===== config.mk =====
export PLATFORM = sky130hd
export DESIGN_NAME = oldland_bus_arbiter
export DESIGN_NICKNAME = d
export VERILOG_FILES = /design/src/rtl/oldland_bus_arbiter.sv
export SDC_FILE = /design/constraint.sdc
export NUM_CORES = 1
export LEC_CHECK = 0
export BUFFER_PORTS_ARGS = -buffer_cell sky130_fd_sc_hd__buf_2
export CAP_MARGIN = 20
export CORE_AREA = 4 4 106 108
export DETAILED_ROUTE_END_ITERATION = 6
export DIE_AREA = 0 0 110 112
export GPL_TIMING_DRIVEN = 1
export HOLD_SLACK_MARGIN = 0.05
export PLACE_DENSITY = 0.49
export SKIP_LAST_GASP = 1
export SYNTH_ARGS = -nofsm -noshare
export SYNTH_HDL_FRONTEND = slang
export SYNTH_SLANG_ARGS = --single-unit
export TNS_END_PERCENT = 100

===== constraint.sdc =====
create_clock -name clk -period 3.1 [get_ports clk]
set_clock_uncertainty 0.2 [all_clocks]
set_input_delay 0.465 -clock clk [delete_from_list [all_inputs] [get_ports clk]]
set_output_delay 0.465 -clock clk [all_outputs]
set_load 0.01 [all_outputs]

===== src/rtl/oldland_bus_arbiter.sv =====
// oldland_bus_arbiter
//   Shares one single-beat external memory bus between the instruction fetch
//   port (i_*) and the memory-stage data port (d_*). One owner at a time,
//   round-robin on contention. Ack, error and read data go back only to the
//   owner.
//
//   Ports:
//     clk, rst_n            clock, asynchronous active-low reset
//     i_addr/i_access       fetch request (read-only, full word)
//     i_data/i_ack/i_error  fetch response (ack and error are 1-cycle pulses)
//     d_addr/d_bytesel/d_wr_en/d_wr_val/d_access  data request
//     d_data/d_ack/d_error  data response
//     b_addr/b_bytesel/b_wr_en/b_wr_val/b_access  bus request (muxed)
//     b_data/b_ack/b_error  bus response
//
//   Build option: define BUS_TIMEOUT_EN to abort a transaction with an
//   error after TIMEOUT_CYCLES bus cycles that see no ack and no error.
module oldland_bus_arbiter #(
  parameter int unsigned TIMEOUT_CYCLES = 256
) (
  input  logic        clk,
  input  logic        rst_n,
  input  logic [31:0] i_addr,
  input  logic        i_access,
  output logic [31:0] i_data,
  output logic        i_ack,
  output logic        i_error,
  input  logic [31:0] d_addr,
  input  logic [3:0]  d_bytesel,
  input  logic        d_wr_en,
  input  logic [31:0] d_wr_val,
  input  logic        d_access,
  output logic [31:0] d_data,
  output logic        d_ack,
  output logic        d_error,
  output logic [31:0] b_addr,
  output logic [3:0]  b_bytesel,
  output logic        b_wr_en,
  output logic [31:0] b_wr_val,
  output logic        b_access,
  input  logic [31:0] b_data,
  input  logic        b_ack,
  input  logic        b_error
);

  typedef enum logic [1:0] {IDLE, I_BUSY, D_BUSY} state_t;

  // last_grant encoding: 0 = fetch, 1 = data
  localparam logic GRANT_I = 1'b0;
  localparam logic GRANT_D = 1'b1;

  state_t state_q, state_d;
  logic   last_grant_q, last_grant_d;
  logic   busy;
  logic   tmo;
  logic   done;
  logic   bus_err;

  assign busy = (state_q != IDLE);

`ifdef BUS_TIMEOUT_EN
  localparam int unsigned CW = $clog2(TIMEOUT_CYCLES + 1);
  logic [CW-1:0] cnt_q, cnt_d;

  // Counter value equals the number of BUSY cycles already elapsed in this
  // transaction, so the TIMEOUT_CYCLES-th BUSY cycle sees TIMEOUT_CYCLES-1.
  assign tmo = busy && !b_ack && !b_error &&
               (cnt_q == CW'(TIMEOUT_CYCLES - 1));

  always_comb begin
    cnt_d = cnt_q + CW'(1);
    // Clearing in IDLE and on any completion covers every BUSY entry,
    // including back-to-back hand-over.
    if (!busy || done) cnt_d = '0;
  end

  always_ff @(posedge clk or negedge rst_n) begin
    if (!rst_n) cnt_q <= '0;
    else        cnt_q <= cnt_d;
  end
`else
  // No watchdog: the bus is trusted to answer eventually. The term keeps the
  // parameter referenced in this build; it is never true for a legal value.
  assign tmo = 1'b0 & (TIMEOUT_CYCLES == 0);
`endif

  assign done    = busy && (b_ack || b_error || tmo);
  // A real bus error wins over a simultaneous ack.
  assign bus_err = b_error || tmo;

  // Next state / grant
  always_comb begin
    state_d      = state_q;
    last_grant_d = last_grant_q;
    unique case (state_q)
      IDLE: begin
        if (i_access && d_access) begin
          // Tie: serve whoever did not win last time.
          if (last_grant_q == GRANT_I) begin
            state_d      = D_BUSY;
            last_grant_d = GRANT_D;
          end else begin
            state_d      = I_BUSY;
            last_grant_d = GRANT_I;
          end
        end else if (i_access) begin
          state_d      = I_BUSY;
          last_grant_d = GRANT_I;
        end else if (d_access) begin
          state_d      = D_BUSY;
          last_grant_d = GRANT_D;
        end
      end
      I_BUSY: begin
        // Completing port's own access is ignored here; it drops next cycle.
        if (done) begin
          if (d_access) begin
            state_d      = D_BUSY;
            last_grant_d = GRANT_D;
          end else begin
            state_d = IDLE;
          end
        end
      end
      D_BUSY: begin
        if (done) begin
          if (i_access) begin
            state_d      = I_BUSY;
            last_grant_d = GRANT_I;
          end else begin
            state_d = IDLE;
          end
        end
      end
      default: state_d = IDLE;
    endcase
  end

  always_ff @(posedge clk or negedge rst_n) begin
    if (!rst_n) begin
      state_q      <= IDLE;
      last_grant_q <= GRANT_I;
    end else begin
      state_q      <= state_d;
      last_grant_q <= last_grant_d;
    end
  end

  // Bus mux and response routing
  always_comb begin
    b_addr    = '0;
    b_bytesel = '0;
    b_wr_en   = 1'b0;
    b_wr_val  = '0;
    b_access  = busy;
    i_data    = '0;
    i_ack     = 1'b0;
    i_error   = 1'b0;
    d_data    = '0;
    d_ack     = 1'b0;
    d_error   = 1'b0;
    if (state_q == I_BUSY) begin
      b_addr    = i_addr;
      b_bytesel = 4'b1111;
      i_data    = b_data;
      i_ack     = b_ack && !bus_err;
      i_error   = bus_err;
    end else if (state_q == D_BUSY) begin
      b_addr    = d_addr;
      b_bytesel = d_bytesel;
      b_wr_en   = d_wr_en;
      b_wr_val  = d_wr_val;
      d_data    = b_data;
      d_ack     = b_ack && !bus_err;
      d_error   = bus_err;
    end
  end

endmodule


==> reports/metrics.cfg <==
[outcome]
outcome = complete, no violations

[floorplan]
ios = 277
design.die.area_um2 = 12300
chipHeight_um = 112
floorplan.rows = 37
fp.dieW_um = 110
core_area_um2 = 10200
initial_utilization_pct = 13.1

[min_path]
hold-path-cell-count = 1
worstHoldPathType = flip-flop to flip-flop

[grt]
grt-ovfl-total = 0
grt_pass1_vias = 2271
global_route_wire_length_before_repair_um = 11100
groute.usage.overall_pct = 11.3
antenna_violations_before_repair = 0
grt_max_degree = 68

[route]
drt-initial-drc-count = 44
detail_route.wirelength_um = 7930
drt-wirelength-per-cell_um = 13.4
routed_via_density = 3.92
drt_pre_antenna_iters = 4
vias = 2313
route.detailed.drc = 0
detail-route-antenna-nets = 0

[clock_network]
h-tree-depth = 1
tritoncts.num_buffers = 3
clkLatencyLatePin_ns = 0.21
clk_transition_reported_paths_ns = 0.03
cts.root.buffer_cell = clkbuf_8
max-clock-path-buffers = 2
cts_tree = yes
cts.sink_count = 3
cts-resized-gates = 0

[setup_path]
start_kind = flip-flop
worstSetupPathType = flip-flop to output pin
worst_endpoint_data_arrival_time_ns = 2.05
reg2regPathDepth = 5
timing.critical_path.to_type = output pin
worst_ep_required_time_ns = 2.43
worstPathMaxFanout = 67

[logic_synthesis]
netlist.area_leader.share_pct = 46.3
synth_compound_area_share_pct = 29.1
synth_area_leaders = and2_1 (46%), a22o_1 (21%), dfrtp_1 (5.6%), ha_1 (5.6%), a21o_1 (3.4%)
async_set_or_reset_register_ratio_after_synthesis_pct = 100
flop_and_latch_count_out_of_synthesis = 3
synth.net_count = 332
yosysTopAreaCell = and2_1
yosysMostFrequentCell = and2_1
synthesis.yosys.warnings = 0
synth_simple_gate_area_share_pct = 51.4
synth_top_cells_by_count = and2_1 (99), a22o_1 (32), clkbuf_1 (8)
xor_xnor_share_of_the_synthesized_area_pct = 0
syn_area_um2 = 1340
synth-seq-area-share_pct = 5.61
synth.mux.area_fraction_pct = 0.842
synth_adder_area_share_pct = 5.61
synth_area_per_cell_um2 = 7.15
combinational_family_with_the_most_area_after_synthesis = simple AND/OR/NAND/NOR gates
synthesis.instances = 187
post_synth_num_cell_types = 25
synth_edf_count = 0
synth_flop_cell = dfrtp_1

[sta]
fin_setup_tns_ns = 0
rsz0062_at_grt = no
max_freq_ghz = 0.369
layout_worst_path_cycle_share_pct = 87.5
finalSetupViolations = 0
tightestPinTransition_ns = 0.448
min_period_ns = 2.71
hold_violations = 0
timing.max_slew.rel_slack_pct = 70.2
drv_slew = 0

[flow_run]
max-cap-violations = 0

[cells_and_area]
ant_diodes = 0
final_layout_net_count = 600
flow.area_growth_from_synthesis_pct = 116
post_layout_instance_area_um2 = 2890
layout.cells.non_filler = 590
final_layout_size_suffix_gt1_share_pct = 63.2
final_util_pct = 28.3

[power]
netSwitchingFraction_pct = 50.3
share_comb_of_total_power_pct = 89.7
power_per_cell_area_nw_per_um2 = 634
ir_drop_worst_case_vdd_uv = 290
intPower_uw = 910
p_leak_uw = 0.00192
seq_power_share_pct = 4.1
power.switching_uw = 922
clock_power_share_pct = 6.2

[placed_design]
hpwl_um = 6960
placed_cells = 585
post_dp_cell_area_um2 = 2840
port-buffer-count = 276
globalplace.congestion = 0.773

what timing repair did:
action | 4_1_cts | 5_1_grt
hold endpoints to repair | 3 | 0
hold buffers | 1 | 0
setup buffers | 0 | 0
placed cells by master, fill, tap and decap left out:
cell,count
and3b_1,2
o221a_2,1
buf_4,4
clkbuf_1,1
mux2_1,1
buf_2,276
a22o_1,32
a21oi_1,1
nand2b_1,2
a32o_1,2
nand2_1,3
clkbuf_8,3
ha_1,6
a221oi_2,1
and2_1,99
o21bai_1,1
or2_4,1
o21ai_0,1
a21o_1,6
inv_1,4
dfrtp_1,3
nor2_1,1
dlygate4sd3_1,1
and2b_1,1
nor2b_2,1
final cells by class:
type                    count  area [µm²]
repair buffers            281        1420
fillers                  1110        7340
multi-input cells         162        1160
inverters                   4        15.0
clock buffers               4        45.0
well taps                 136         170
flip-flops and latches      3        75.1
power groups by stage:
| stage | Combinational [µW] | Sequential (µW) | Clock (µW) |
|---|---|---|---|
| floorplan | 1010 | 72.6 | 0 |
| global placement | 1670 | 74.9 | 0 |
| detailed placement | 1680 | 76.9 | 0 |
| CTS | 1680 | 76.3 | 118 |
| global route | 1830 | 79.1 | 124 |
| finish | 1640 | 75.9 | 113 |
worst max-delay path, cell delays in order (launching register included):
cell and delay, ns:
dfrtp_1 0.41, inv_1 0.13, ha_1 0.37, and2b_1 0.17
buf_4 0.38, and2_1 0.21, buf_2 0.13
metal layers:
metal	GRT usage [%]	wire, µm	vias to the layer above
li1	-	-	1165
met1	10.6	2590	986
met2	22.7	4090	162
met3	4.58	1250	0
met4	1.33	0	0
met5	0	0	-
worst paths after layout:
path	from	endpoint	slack (ns)
max	state_q[0]	d_data[30]	0.39
min	last_grant_q	last_grant_q	0.32
max reg2reg	state_q[0]	last_grant_q	1.04
min reg2reg	last_grant_q	last_grant_q	0.32
max in group asynchronous	rst_n	state_q[0]	2.21
min in group asynchronous	rst_n	last_grant_q	0.38
sequential cells by signal (all words and copies together), names as in the netlist:
register and cells:
state_q 2, last_grant_q 1
stage by stage:
step           hold WS [ns]  setup slack (ns)  total power, µW
3_5_place_dp         0.0658             0.588             1750
6_report              0.325             0.388             1830
5_1_grt               0.352             0.145             2040
4_1_cts               0.334             0.352             1880
2_1_floorplan       -0.0306             0.989             1080
3_3_place_gp         0.0641             0.641             1740
cells by family after synthesis:
logic type,Yosys count
simple gates,110
compound gates,45
buf+inv,22
fa+ha+maj,6
flops,3
mux,1
Note: power is estimated with default switching activity, not from simulation.
